**src/rtl/compare_alarm_monitor.sv**
```systemverilog
// Hysteresis alarm driven by a magnitude comparator's less/equal/greater flags.
// The alarm raises after SET_COUNT consecutive "greater" samples and drops after
// CLR_COUNT consecutive "less or equal" samples. Non-one-hot flag sets are
// reported and ignored. Alarm rises are counted in a saturating event counter.
module compare_alarm_monitor #(
  parameter int SET_COUNT = 3,
  parameter int CLR_COUNT = 2,
  parameter int CNT_W     = 4
) (
  input  logic             clk,
  input  logic             rst_n,
  input  logic             in_valid,
  input  logic             less,
  input  logic             equal,
  input  logic             greater,
  output logic             alarm,
  output logic             alarm_rise,
  output logic             alarm_fall,
  output logic             flag_err,
  output logic             err_sticky,
  output logic [CNT_W-1:0] event_cnt
);

  // Bit 1 of the encoding is the alarm level, so alarm comes straight off a flop.
  typedef enum logic [1:0] {
    CLEAR     = 2'b00,
    ARMING    = 2'b01,
    ALARM     = 2'b10,
    DISARMING = 2'b11
  } state_e;

  localparam logic [CNT_W-1:0] SET_C = CNT_W'(SET_COUNT);
  localparam logic [CNT_W-1:0] CLR_C = CNT_W'(CLR_COUNT);

  state_e           state_q, state_d;
  logic [CNT_W-1:0] run_q, run_d;
  logic [CNT_W-1:0] evt_q, evt_d;
  logic             rise_q, rise_d;
  logic             fall_q, fall_d;
  logic             ferr_q, ferr_d;
  logic             sticky_q, sticky_d;

  logic             onehot;
  logic             smp_hi;
  logic             smp_lo;
  logic             smp_bad;
  logic [CNT_W-1:0] run_inc;

  assign onehot  = (({less, equal, greater} == 3'b001) ||
                    ({less, equal, greater} == 3'b010) ||
                    ({less, equal, greater} == 3'b100));
  assign smp_hi  = in_valid && onehot && greater;
  assign smp_lo  = in_valid && onehot && !greater;
  assign smp_bad = in_valid && !onehot;
  assign run_inc = run_q + CNT_W'(1);

  // Next-state, run counter, pulse and event-counter logic.
  always_comb begin
    state_d  = state_q;
    run_d    = run_q;
    evt_d    = evt_q;
    rise_d   = 1'b0;
    fall_d   = 1'b0;
    ferr_d   = 1'b0;
    sticky_d = sticky_q;

    if (smp_bad) begin
      // Bad flags are reported but leave the run untouched.
      ferr_d   = 1'b1;
      sticky_d = 1'b1;
    end else if (smp_hi) begin
      unique case (state_q)
        CLEAR: begin
          run_d   = CNT_W'(1);
          state_d = (SET_COUNT == 1) ? ALARM : ARMING;
        end
        ARMING: begin
          run_d = run_inc;
          if (run_inc == SET_C) state_d = ALARM;
        end
        ALARM: begin
          run_d = '0;
        end
        DISARMING: begin
          run_d   = '0;
          state_d = ALARM;
        end
        default: state_d = CLEAR;
      endcase
    end else if (smp_lo) begin
      unique case (state_q)
        CLEAR: begin
          run_d = '0;
        end
        ARMING: begin
          run_d   = '0;
          state_d = CLEAR;
        end
        ALARM: begin
          run_d   = CNT_W'(1);
          state_d = (CLR_COUNT == 1) ? CLEAR : DISARMING;
        end
        DISARMING: begin
          run_d = run_inc;
          if (run_inc == CLR_C) state_d = CLEAR;
        end
        default: state_d = CLEAR;
      endcase
    end

    // Edges are taken on the alarm level, so DISARMING->ALARM is not a rise.
    rise_d = !state_q[1] && state_d[1];
    fall_d = state_q[1] && !state_d[1];

    if (rise_d && (evt_q != {CNT_W{1'b1}})) evt_d = evt_q + CNT_W'(1);
  end

  // State, counters and output pulses; reset clears everything immediately.
  always_ff @(posedge clk or negedge rst_n) begin
    if (!rst_n) begin
      state_q  <= CLEAR;
      run_q    <= '0;
      evt_q    <= '0;
      rise_q   <= 1'b0;
      fall_q   <= 1'b0;
      ferr_q   <= 1'b0;
      sticky_q <= 1'b0;
    end else begin
      state_q  <= state_d;
      run_q    <= run_d;
      evt_q    <= evt_d;
      rise_q   <= rise_d;
      fall_q   <= fall_d;
      ferr_q   <= ferr_d;
      sticky_q <= sticky_d;
    end
  end

  assign alarm      = state_q[1];
  assign alarm_rise = rise_q;
  assign alarm_fall = fall_q;
  assign flag_err   = ferr_q;
  assign err_sticky = sticky_q;
  assign event_cnt  = evt_q;

endmodule

```
**config.mk**
```make
export PLATFORM = sky130hd
export DESIGN_NAME = compare_alarm_monitor
export DESIGN_NICKNAME = d
export VERILOG_FILES = /design/src/rtl/compare_alarm_monitor.sv
export SDC_FILE = /design/constraint.sdc
export NUM_CORES = 1
export LEC_CHECK = 0
export ABC_AREA = 1
export CAP_MARGIN = 20
export CORE_MARGIN = 2
export CORE_UTILIZATION = 60
export CTS_CLUSTER_SIZE = 24
export DETAILED_ROUTE_END_ITERATION = 6
export DONT_BUFFER_PORTS = 1
export PLACE_DENSITY = 0.76
export SLEW_MARGIN = 10
export SYNTH_ARGS = -nofsm -noshare
export SYNTH_HDL_FRONTEND = slang
export SYNTH_SLANG_ARGS = --single-unit
```
**constraint.sdc**
```tcl
create_clock -name clk -period 2.4 [get_ports clk]
set_clock_uncertainty 0.2 [all_clocks]
set_input_delay 0.24 -clock clk [delete_from_list [all_inputs] [get_ports clk]]
set_output_delay 0.24 -clock clk [all_outputs]
set_load 0.01 [all_outputs]
```
==> run metrics <==
CORE AREA=0.00149 mm^2; asr flop ratio synth=100%; via count=761; CTS sink count=14; number of nets still failing antenna checks after routing=0; most frequent cells in the layout=nand2_1 (23), inv_1 (14), dfrtp_1 (14), ha_1 (8), nand3_1 (5); initial core utilization=63.8%; status=finished, final reports clean; register bit total from synthesis=14; Fin. Hold Viols=0; period utilization=86.0%; Vias/cell=5.85; crit path launch type=flop; I/O pin count=15; clock buffer depth=2; routed length per instance=13.8 um; Max-cap violations=0; H-tree level count=1; Final Wtd Congestion=0.923; number of flops mapped to enable cells by yosys=0; Setup Viol. Count Final=0; Crit-path slowest cell=dfrtp_1; mapped cell area=950 um^2; RSZ-0062 raised after global routing=false; CTS tree=yes; FP Rows=14; fillcell total=106; Slew Limit Fails=0; Die Height=43.8 um; vias in the first global route=743; placed instance count=124; max frequency=0.484 GHz; worst setup slack after layout=0.335 ns; most frequent cell on the critical path=nand2_1; pin count of the biggest net entering global routing=15; CP top delay family=simple AND/OR/NAND/NOR gates; Leak=0.512 nW; area of the multi-input gates=524 um^2; die area=0.00192 mm^2; syn_nets=122; initial antenna violation count=0; min Tclk post-route=2.07 ns; CP endpoint kind=flop; worst slew pin tran=0.620 ns; Crit Path Category=reg2reg; drt first pass iters=4; Hold WC Path Type=in2reg; max incr delay on CP=0.53 ns; DRT iter0 DRCs=24; Req. time, crit path=2.38 ns; Setup Buffers After CTS=0; Worst R2R Setup Slack=0.33 ns; Ys Warns=0; Detailed Place HPWL=1.38 mm; Nets=129; Yosys cell types=31; CTS resizes=0; CP arrival=2.05 ns; worst skew pair latency=0.28 ns; Setup TNS=0 ns; total power=0.000962 W; gr ovfl total=0; maximum vdd drop=510 uV; slew margin rel.=58.6%; Non-Filler Instances=130; syn avg cell area=8.79 um^2; first-pass GRT wire length=3.09 mm; Main synth FF type=dfrtp_1; commonest non-fill, non-tap cell in the layout=nand2_1; layout overhead on the synthesized area=8.04%; WL final=1.79 mm; diode count=0; IO Port Bufs=0; register area=350 um^2; pre-CTS WS=0.365 ns; crit-path cells=inv_4 -> ha_1 -> nand2_1 -> nand3b_2 -> nand2_1 -> nand2_1 -> nand2_1 -> nand2_2 -> nand2_4 -> nand3_4 -> nand2_1 -> nand2_1; CTS Buf Count=3; Total GRT Usage=21.6%; layout cell share with drive strength beyond 1=22.8%; root buffer cell=clkbuf_4; pwr/cell area=938 mW/mm^2; DRC violations left=0; Cells after Synth=108; CP Buf/Inv Count=1; hold_buf cts=2; Die Width=43.8 um; sequential share of the synthesized area=36.9%; crit path max fanout=9; Worst-path clk slew=0.09 ns
-- metrics by stage --
stage | cell area (um^2) | utilization [%] | hold WS, ns
global placement | 970 | 65.1 | -0.255
finish | 1030 | 68.9 | 0.0223
floorplan | 950 | - | -0.256
global route | 1030 | 68.9 | 0.0460
detailed placement | 970 | 65.1 | -0.255
CTS | 1030 | 68.9 | 0.0237
-- state kept, by name, summed over array words and instances, names as in the netlist --
register,cells
run_q,4
state_q,2
alarm_fall,1
flag_err,1
err_sticky,1
alarm_rise,1
event_cnt,4
-- worst register-to-register path, delay by kind of cell (launching register included) --
family        cells  cell delay [ns]
fa+ha+maj         1             0.21
buf+inv           1             0.18
simple gates     10             0.85
flops             1             0.53
-- Yosys cell counts, drive strengths merged, types with 2 or more instances --
cell type	n	area, um^2
nor2	6	27.5
o31ai	2	15.0
inv	17	66.3
nand2	29	134
dfrtp	14	350
o21ai	3	18.8
a21oi	5	40.0
nand4	5	37.5
xnor2	2	25.0
ha	8	100
o22ai	2	12.5
nand3	8	62.6
-- worst paths after layout --
check,startpoint,endpoint,cells past startpoint
max,state_q[1]$_DFF_PN0_,event_cnt[2]$_DFFE_PN0P_,12
min,greater,run_q[0]$_DFFE_PN0P_,3
max reg2reg,state_q[1]$_DFF_PN0_,event_cnt[2]$_DFFE_PN0P_,12
min reg2reg,err_sticky$_DFFE_PN0P_,err_sticky$_DFFE_PN0P_,1
max in group asynchronous,rst_n,run_q[0]$_DFFE_PN0P_,1
min in group asynchronous,rst_n,run_q[1]$_DFFE_PN0P_,1
-- logic make-up after synthesis --
group                      synth area share, %
adders and majority gates                 10.5
and+or+nand+nor                           29.4
xor gates and xnor gates                  3.56
buffers and inverters                     7.91
AOI/OAI and AO/OA                         11.7
DFF                                       36.9
-- layout make-up --
type	count	area share [%]
clock buffer	4	3.54
inverter	18	7.32
multi-input combinational	76	51.1
sequential	14	34.1
tap	16	1.95
timing repair buffer	2	1.95
-- power by group --
| part | internal [W] | total, W | switching (W) | leakage (nW) |
|---|---|---|---|---|
| logic | 0.000145 | 0.000378 | 0.000233 | 0.313 |
| clock network | 0.0000924 | 0.000176 | 0.0000841 | 0.0210 |
| registers | 0.000302 | 0.000407 | 0.000106 | 0.178 |
| total | 0.000539 | 0.000962 | 0.000423 | 0.512 |
-- metal layers --
layer	GRT usage (%)	share of wire [%]	vias up
li1	-	-	368
met1	28.0	44	358
met2	34.7	47	30
met3	4.58	7.6	5
met4	9.09	1.3	0
met5	0	0	-
Power figures use the tool's default switching activity.
